### src/rtl/led_fader_pkg.sv
// Shared types and constants for the LED fader: per-channel fade state, full-duty level
// and default timing parameters. Optional busy output is selected with LED_FADER_BUSY_EN.
package led_fader_pkg;

    typedef enum logic [1:0] {
        ST_OFF  = 2'd0,
        ST_RISE = 2'd1,
        ST_ON   = 2'd2,
        ST_FALL = 2'd3
    } fade_state_e;

    localparam logic [7:0] FULL_DUTY        = 8'd255;
    localparam int unsigned DEFAULT_PRESCALE = 4;
    localparam int unsigned DEFAULT_STEP     = 51;

endpackage : led_fader_pkg

### src/rtl/led_fader_channel.sv
// One LED channel: fade state, 8-bit duty and the registered PWM output flop.
// Under LED_FADER_BUSY_EN the channel also reports whether it is mid-fade.
module led_fader_channel
    import led_fader_pkg::*;
#(
    parameter int unsigned STEP = DEFAULT_STEP
) (
    input  logic       clk,
    input  logic       rst,
    input  logic       level_i,
    input  logic       fade_en_i,
    input  logic       period_end_i,
    input  logic [7:0] pwm_cnt_i,
    output logic       led_o
`ifdef LED_FADER_BUSY_EN
    ,
    output logic       fading_o
`endif
);

    localparam logic [8:0] STEP_W = 9'(STEP);

    fade_state_e state_q, state_d;
    logic [7:0]  duty_q, duty_d;
    logic        led_q;

    logic [8:0]  sum_w;
    logic [8:0]  diff_w;
    logic [7:0]  duty_up;
    logic [7:0]  duty_dn;

    // Saturating step arithmetic; the ninth bit catches overflow and borrow.
    assign sum_w   = {1'b0, duty_q} + STEP_W;
    assign diff_w  = {1'b0, duty_q} - STEP_W;
    assign duty_up = (sum_w >= {1'b0, FULL_DUTY}) ? FULL_DUTY : sum_w[7:0];
    assign duty_dn = diff_w[8] ? 8'd0 : diff_w[7:0];

    always_comb begin
        state_d = state_q;
        duty_d  = duty_q;
        case (state_q)
            ST_OFF: begin
                if (level_i) begin
                    state_d = ST_RISE;
                end
            end
            ST_ON: begin
                if (!level_i) begin
                    state_d = ST_FALL;
                end
            end
            ST_RISE: begin
                if (!fade_en_i) begin
                    duty_d  = level_i ? FULL_DUTY : 8'd0;
                    state_d = level_i ? ST_ON : ST_OFF;
                end else if (!level_i) begin
                    state_d = ST_FALL;
                end else if (period_end_i) begin
                    duty_d = duty_up;
                    if (duty_up == FULL_DUTY) begin
                        state_d = ST_ON;
                    end
                end
            end
            ST_FALL: begin
                if (!fade_en_i) begin
                    duty_d  = level_i ? FULL_DUTY : 8'd0;
                    state_d = level_i ? ST_ON : ST_OFF;
                end else if (level_i) begin
                    state_d = ST_RISE;
                end else if (period_end_i) begin
                    duty_d = duty_dn;
                    if (duty_dn == 8'd0) begin
                        state_d = ST_OFF;
                    end
                end
            end
            default: begin
                state_d = ST_OFF;
            end
        endcase
    end

    always_ff @(posedge clk) begin
        if (rst) begin
            state_q <= ST_OFF;
            duty_q  <= 8'd0;
            led_q   <= 1'b0;
        end else begin
            state_q <= state_d;
            duty_q  <= duty_d;
            // Full duty is forced high so 255 gives a constant 1, not 255/256.
            led_q   <= (duty_q == FULL_DUTY) || (pwm_cnt_i < duty_q);
        end
    end

    assign led_o = led_q;

`ifdef LED_FADER_BUSY_EN
    assign fading_o = (state_q == ST_RISE) || (state_q == ST_FALL);
`endif

endmodule : led_fader_channel

### src/rtl/led_fader.sv
// Eight-channel LED PWM fader sharing one prescaler and PWM counter.
// Define LED_FADER_BUSY_EN to add the registered busy_o output.
module led_fader
    import led_fader_pkg::*;
#(
    parameter int unsigned PRESCALE = DEFAULT_PRESCALE,
    parameter int unsigned STEP     = DEFAULT_STEP
) (
    input  logic       clk,
    input  logic       rst,
    input  logic [7:0] leds_i,
    input  logic       fade_en_i,
    output logic [7:0] led_o
`ifdef LED_FADER_BUSY_EN
    ,
    output logic       busy_o
`endif
);

    localparam logic [15:0] PRESCALE_LAST = 16'(PRESCALE - 1);

    logic [7:0]  leds_q;
    logic [15:0] prescale_q, prescale_d;
    logic [7:0]  pwm_cnt_q, pwm_cnt_d;
    logic        tick;
    logic        period_end;

    assign tick       = (prescale_q == PRESCALE_LAST);
    assign period_end = tick && (pwm_cnt_q == 8'hFF);
    assign prescale_d = tick ? 16'd0 : prescale_q + 16'd1;
    assign pwm_cnt_d  = tick ? pwm_cnt_q + 8'd1 : pwm_cnt_q;

    always_ff @(posedge clk) begin
        if (rst) begin
            leds_q     <= 8'd0;
            prescale_q <= 16'd0;
            pwm_cnt_q  <= 8'd0;
        end else begin
            leds_q     <= leds_i;
            prescale_q <= prescale_d;
            pwm_cnt_q  <= pwm_cnt_d;
        end
    end

`ifdef LED_FADER_BUSY_EN
    logic [7:0] fading_w;
    logic       busy_q;
`endif

    generate
        for (genvar gi = 0; gi < 8; gi++) begin : g_ch
            led_fader_channel #(
                .STEP(STEP)
            ) u_ch (
                .clk         (clk),
                .rst         (rst),
                .level_i     (leds_q[gi]),
                .fade_en_i   (fade_en_i),
                .period_end_i(period_end),
                .pwm_cnt_i   (pwm_cnt_q),
                .led_o       (led_o[gi])
`ifdef LED_FADER_BUSY_EN
                ,
                .fading_o    (fading_w[gi])
`endif
            );
        end
    endgenerate

`ifdef LED_FADER_BUSY_EN
    always_ff @(posedge clk) begin
        if (rst) begin
            busy_q <= 1'b0;
        end else begin
            busy_q <= |fading_w;
        end
    end

    assign busy_o = busy_q;
`endif

endmodule : led_fader

### config.mk
export PLATFORM = sky130hd
export DESIGN_NAME = led_fader
export DESIGN_NICKNAME = d
export VERILOG_FILES = /design/src/rtl/led_fader_pkg.sv /design/src/rtl/led_fader_channel.sv /design/src/rtl/led_fader.sv
export SDC_FILE = /design/constraint.sdc
export NUM_CORES = 1
export LEC_CHECK = 0
export BUFFER_PORTS_ARGS = -buffer_cell sky130_fd_sc_hd__buf_4
export CAP_MARGIN = 20
export CORE_MARGIN = 1.5
export CORE_UTILIZATION = 50
export CTS_CLUSTER_DIAMETER = 40
export CTS_CLUSTER_SIZE = 12
export DETAILED_ROUTE_END_ITERATION = 10
export PLACE_DENSITY_LB_ADDON = 0.2
export RECOVER_POWER = 100
export SYNTH_ARGS = -nofsm -noshare
export SYNTH_HDL_FRONTEND = slang
export SYNTH_SLANG_ARGS = --single-unit
### constraint.sdc
create_clock -name clk -period 3.3 [get_ports clk]
set_input_delay 0.33 -clock clk [delete_from_list [all_inputs] [get_ports clk]]
set_output_delay 0.33 -clock clk [all_outputs]
set_load 0.05 [all_outputs]
# Yosys cells after proc, flatten, opt, wreduce, memory -nomap -nowiden
# Cells that the tools add are included.
[classes]
n_addsub = 18
multipliers = 0
div = 0
magnitude_cmp = 16
n_eq_ne = 122
shifts = 0
mux = 176
bitwise_logic = 0
n_reduce_logical = 50
[op_table]
columns = ["operator", "n"]
rows = [
  ["8-bit 2-to-1 mux", 72],
  ["2-bit 2-to-1 mux", 88],
  ["8-bit == test, second input constant", 17],
  ["8-bit case mux with 2 select lines", 8],
  ["3-bit inequality test, second input constant", 30],
  ["8-bit by 6-bit adder with 9-bit output, second input constant", 8],
  ["9-bit by 8-bit >= comparator with 1-bit output, second input constant", 8],
  ["4-bit by 3-bit inequality test with 1-bit output, second input constant", 18],
  ["8-bit by 6-bit subtractor with 9-bit output, second input constant", 8],
  ["8-bit logical NOT", 8],
  ["8-bit less-than comparator", 8],
  ["2-bit case mux with 4 select lines", 8],
  ["4-bit inequality test, second input constant", 14],
  ["6-bit AND reduction", 8],
  ["5-bit AND reduction", 8],
  ["2-bit == test, second input constant", 16],
  ["2-bit inequality test, second input constant", 16],
  ["16-bit by 1-bit adder with 16-bit output, second input constant", 1],
  ["16-bit by 2-bit == test with 1-bit output, second input constant", 1],
  ["2-bit by 1-bit == test with 1-bit output, second input constant", 8],
  ["2-bit logical NOT", 8],
  ["2-bit nonzero test", 8],
  ["8-bit by 1-bit adder with 8-bit output, second input constant", 1],
  ["1-bit logical OR", 8],
  ["3 further kinds", 4],
]
[word_totals]
reg_bits = 120
latch_bits = 0
ram_bits = 0
rom_bits = 0
inputBits = 11
output_inout_bits = 8
memories = 0

# Depth between registers and ports, before layout
[logic_depth]
ltp_word = 9
mapped_depth = 10

# Hierarchy
# From an unflattened synthesis, not the netlist that was laid out.
[unflattened]
cells_unflattened = 1725
hier_area_um2 = 12542.0
[modules_own_cells]
columns = ["mod", "instances", "cells_per_inst", "area_per_inst_um2", "seq_area_each_um2"]
rows = [
  ["led_fader_channel", 8, 198, 1407.6, 220.2],
  ["led_fader", 1, 141, 1281.2, 640.6],
]

# Worst setup path after synthesis
# OpenSTA, ideal clock, no wires.
[synth_path]
path_kind = "register -> register"
start = "register g_ch[0].u_ch.duty_q[0]"
end = "register (tool-made name)"
setup_time_ns = 0.096
t_arrival_ns = 2.221
t_required_ns = 3.204
path_slack_ns = 0.984
stages_incl_launch_ff = 11
n_path_buf = 1
cell_sequence = "dfxtp_1 clkbuf_1 inv_1 ha_1 nand3b_1 and2_1 nor3_1 a31oi_1 nor4b_1 nor2_1 o41ai_2"
[synth_lines]
columns = ["item", "line_no", "text"]
rows = [
  ["from (decl)", "led_fader_channel.sv:24", "logic [7:0] duty_q, duty_d;"],
  ["from (signal assigned)", "led_fader_channel.sv:91", "duty_q <= duty_d;"],
]

# Worst setup path after layout
[layout_path]
start = "register prescale_q[0]"
end = "register g_ch[6].u_ch.duty_q[2]"
[layout_via]
elab_chain_len = 4
word_cells_on_any_way = 5
[layout_rtl]
columns = ["item", "line_no", "text"]
rows = [
  ["from (decl)", "led_fader.sv:23", "logic [15:0] prescale_q, prescale_d;"],
  ["from (signal assigned)", "led_fader.sv:40", "prescale_q <= prescale_d;"],
  ["16-bit by 2-bit == test with 1-bit output (*)", "led_fader.sv:28", "assign tick = (prescale_q == PRESCALE_LAST);"],
  ["1-bit logical AND (*)", "led_fader.sv:29", "assign period_end = tick && (pwm_cnt_q == 8'hFF);"],
  ["3-bit inequality test (no source line)", "--", ""],
  ["5-bit AND reduction (no source line) (*)", "--", ""],
  ["to (signal assigned)", "led_fader_channel.sv:91", ""],
  ["to (decl)", "led_fader_channel.sv:24", ""],
]
# Every way passes the cells marked *; elsewhere a longest branch is shown, timed or not.
# A chain may end at the register's enable or synchronous reset.

==> metrics.md <==
| Metric | Value |
|---|---|
| Count of different cell masters after synthesis | 95 |
| Vias in the first global route | 9,722 |
| Final worst slack | slightly below 0.3 ns |
| Die area | 0.0225 mm^2 |
| Via Count | 10,771 |
| Final worst-path cycle share | 0.912 |
| Post-synthesis cell area | 0.0108 mm^2 |
| Critical path class | flop to flop |
| Final core occ | 0.540 |
| Reg2Reg Setup Slack | 0.29 ns |
| Critical-path maximum fanout | 9 |
| DRT iter0 DRCs | ~700 |
| Slew headroom | -0.0366 |
| Startpoint types | flop |
| DP Wirelength | 20.1 mm |
| Total Routing Usage GR | 0.268 |
| Worst-path clk slew | about 0.060 ns |
| Port Buf Inserts | 18 |
| Number of gates resized after CTS | 0 |
| Initial Util | 0.512 |
| Critical Path End Type | flop |
| Hold Slack | 0.110 ns |
| Die Ht | 150 um |
| Hold-fix buffers at CTS | 0 |
| CTS tree | done |
| Seq. cell area | 0.00240 mm^2 |
| Post-synthesis average cell area | 7.39 um^2 |
| H-tree depth | 4 |
| Synth-to-Final Area Change | 5.54% |
| Worst setup path start | prescale_q[0]$_SDFF_PP0_ |
| Final hold violations | 0 |
| #FFs+latches synth | 120 |
| EDFF count, synth | 0 |
| Slew @ Worst Pin | approximately 1.6 ns |
| Seq/Total Area, Yosys | 0.222 |
| RSZ-0062 raised after global routing | false |
| Antenna-violating nets left | 0 |
| CTS max path bufs | 2 |
| TritonRoute pass-1 iters | 5 |
| Setup Viol. Count Final | 0 |
| Met3 routed WL | 1.73 mm |
| # DRC | 0 |
| Setup TNS | 0 ns |
| Reg2Reg Depth | 8 |
| CP arrival | 3.33 ns |
| Reg2reg start | prescale_q[0]$_SDFF_PP0_ |
| Routed length on met1 | 13.6 mm |
| Root Driver | clkbuf_16 |
| Met2 routed WL | 13.5 mm |
| FP Rows | 53 |
| First-pass GRT wire length | 48.9 mm |
| Layout net count | 1,510 |
| Vias per cell | 6.32 |
| CTS Buf Count | 17 |
| Most used DFF post-synth | dfxtp_1 |
| Pre-CTS WS | 0.589 ns |
| Syn Inst Count | approximately 1,500 |
| Max Fclk | around 330 MHz |
| # fillers | 2,043 |
| Core area | between 0.02 and 0.025 mm^2 |
| Max VDD drop | 337 uV |
| Failing checks | max-capacitance violations, max-slew violations |
| Clk sink count | 120 |
| Yosys warns | 0 |
| Reg2Reg Capture Point | g_ch[6].u_ch.duty_q[2]$_SDFFE_PP0P_ |
| Count of pins over their slew limit | 33 |
| Post-Route WL | 29.5 mm |
| Required @ worst endpoint | 3.62 ns |
| Syn_nets | 1,555 |
| CP endpoint | g_ch[6].u_ch.duty_q[2]$_SDFFE_PP0P_ |
| Worst Hold Class | input pin to flop |
| FFs w/ async S/R, synth | 0 |
| WL/cell | 17.3 um |
| I/O Pins | 19 |
| Leakage | 0.00420 uW |
| Clock Skew | a little over 0.009 ns |
| Clk_lat worst skew | 0.43 ns |
| Area of the multi-input gates | about 0.0075 mm^2 |
| Die Width | 150 um |
| Uppermost layer routed | met4 |
| Largest net degree at the start of global routing | 42 |
| Power density over cell area | 418 mW/mm^2 |
| Layout cells sized above 1 | 0.0755 |
| Clock period minus worst slack | 3.01 ns |
| RD Place Congestion | 0.927 |
| Initial antenna violation count | 0 |
| Status | complete, but fails checks |
| Setup repair bufs after CTS | 0 |
| Total of max-cap violations | 1 |
| Diodes inserted | 0 |
| Grt ovf | 0 |
[report_power, final]
group	switching [uW]	internal, uW
Sequential	210	1560
Combinational	615	403
Clock	705	1280
Total	1530	3240
[state kept, by name, indices dropped and copies added, names as in the netlist, named ones only]
name               count
g_ch.u_ch.state_q      8
prescale_q            16
leds_q                 8
g_ch.u_ch.led_o        8
g_ch.u_ch.duty_q      64
pwm_cnt_q              8
[cells in the mapped netlist, types with 18 or more instances]
| cell type | instances | area share |
|---|---|---|
| nand3_1 | 37 | 0.017 |
| o22ai_1 | 26 | 0.015 |
| xor2_1 | 18 | 0.015 |
| a21o_1 | 21 | 0.015 |
| nor2b_1 | 26 | 0.015 |
| xnor2_1 | 41 | 0.033 |
| clkbuf_1 | 52 | 0.018 |
| nand2_1 | 111 | 0.039 |
| nor3_1 | 70 | 0.032 |
| o21ai_0 | 121 | 0.056 |
| inv_1 | 79 | 0.027 |
| ha_1 | 82 | 0.095 |
| a21oi_1 | 85 | 0.039 |
| nor2_1 | 160 | 0.056 |
| dfxtp_1 | 120 | 0.22 |
| a211oi_1 | 29 | 0.020 |
| buf_2 | 25 | 0.012 |
| nand4_1 | 20 | 0.012 |
| a31oi_1 | 32 | 0.019 |
[cells by family (layout without fill, tap and decap cells)]
kind of cell,after synthesis,after routing,synth area share
AND/OR/NAND/NOR,527,527,0.238
AO/OA/AOI/OAI,484,484,0.311
buffers and inverters,183,151,0.0781
flip-flops,120,120,0.222
adder cells (fa/ha/maj),82,82,0.0950
XOR/XNOR,59,59,0.0479
multiplexers,7,7,0.00672
[layout make-up]
class | count | area share
multi-input cells | 1159 | 0.657
flip-flops and latches | 120 | 0.211
clock buffers | 19 | 0.0389
well taps | 275 | 0.0302
inverters | 82 | 0.0270
repair buffers | 37 | 0.0209
clock inverters | 13 | 0.0156
[worst min-delay path by stage]
stage | startpoint | to | slack [ns] | depth (start not counted)
floorplan | prescale_q[0]$_SDFF_PP0_ | prescale_q[0]$_SDFF_PP0_ | 0.43 | 1
CTS | leds_i[6] | leds_q[6]$_SDFF_PP0_ | 0.1 | 2
global placement | prescale_q[0]$_SDFF_PP0_ | prescale_q[0]$_SDFF_PP0_ | 0.45 | 1
global route | leds_i[6] | leds_q[6]$_SDFF_PP0_ | 0.10 | 2
detailed placement | prescale_q[0]$_SDFF_PP0_ | prescale_q[0]$_SDFF_PP0_ | 0.46 | 1
finish | leds_i[6] | leds_q[6]$_SDFF_PP0_ | 0.11 | 2
[metrics by stage]
step                instances  total power [uW]  cell area, um^2
finish                   1705              4760            11400
global route             1705              5000            11400
CTS                      1705              4820            11500
detailed placement       1673              2820            10900
global placement         1673              2810            10900
floorplan                1462              2620            10800
[metal layers]
layer / GRT usage / vias to the layer above
met3: 0.0393 / 62
met5: 0 / -
met4: 0.0995 / 0
met2: 0.423 / 380
met1: 0.367 / 5047
li1: - / 5282
[placed cells by master, fill, tap and decap left out, types with 21 or more instances in the layout]
cell type,netlist,routed
buf_4,14,26
nand2_1,111,111
dfxtp_1,120,120
nand3_1,37,37
ha_1,82,82
o22ai_1,26,26
nor2b_1,26,26
o21ai_0,121,125
a21o_1,21,21
a31oi_1,32,32
a21oi_1,85,87
inv_1,79,80
xnor2_1,41,41
a211oi_1,29,29
nor3_1,70,70
nor2_1,160,160
[worst max-delay path, stage by stage, from the launching register on]
cell	delay [ns]
dfxtp_1	0.37
ha_1	0.22
nor4b_2	0.24
nand4_1	0.23
nor3_2	0.80
nand3_2	0.13
a2111oi_0	0.63
o21ai_1	0.15
o211a_1	0.14
No activity file was read; power rests on OpenSTA's default activity.
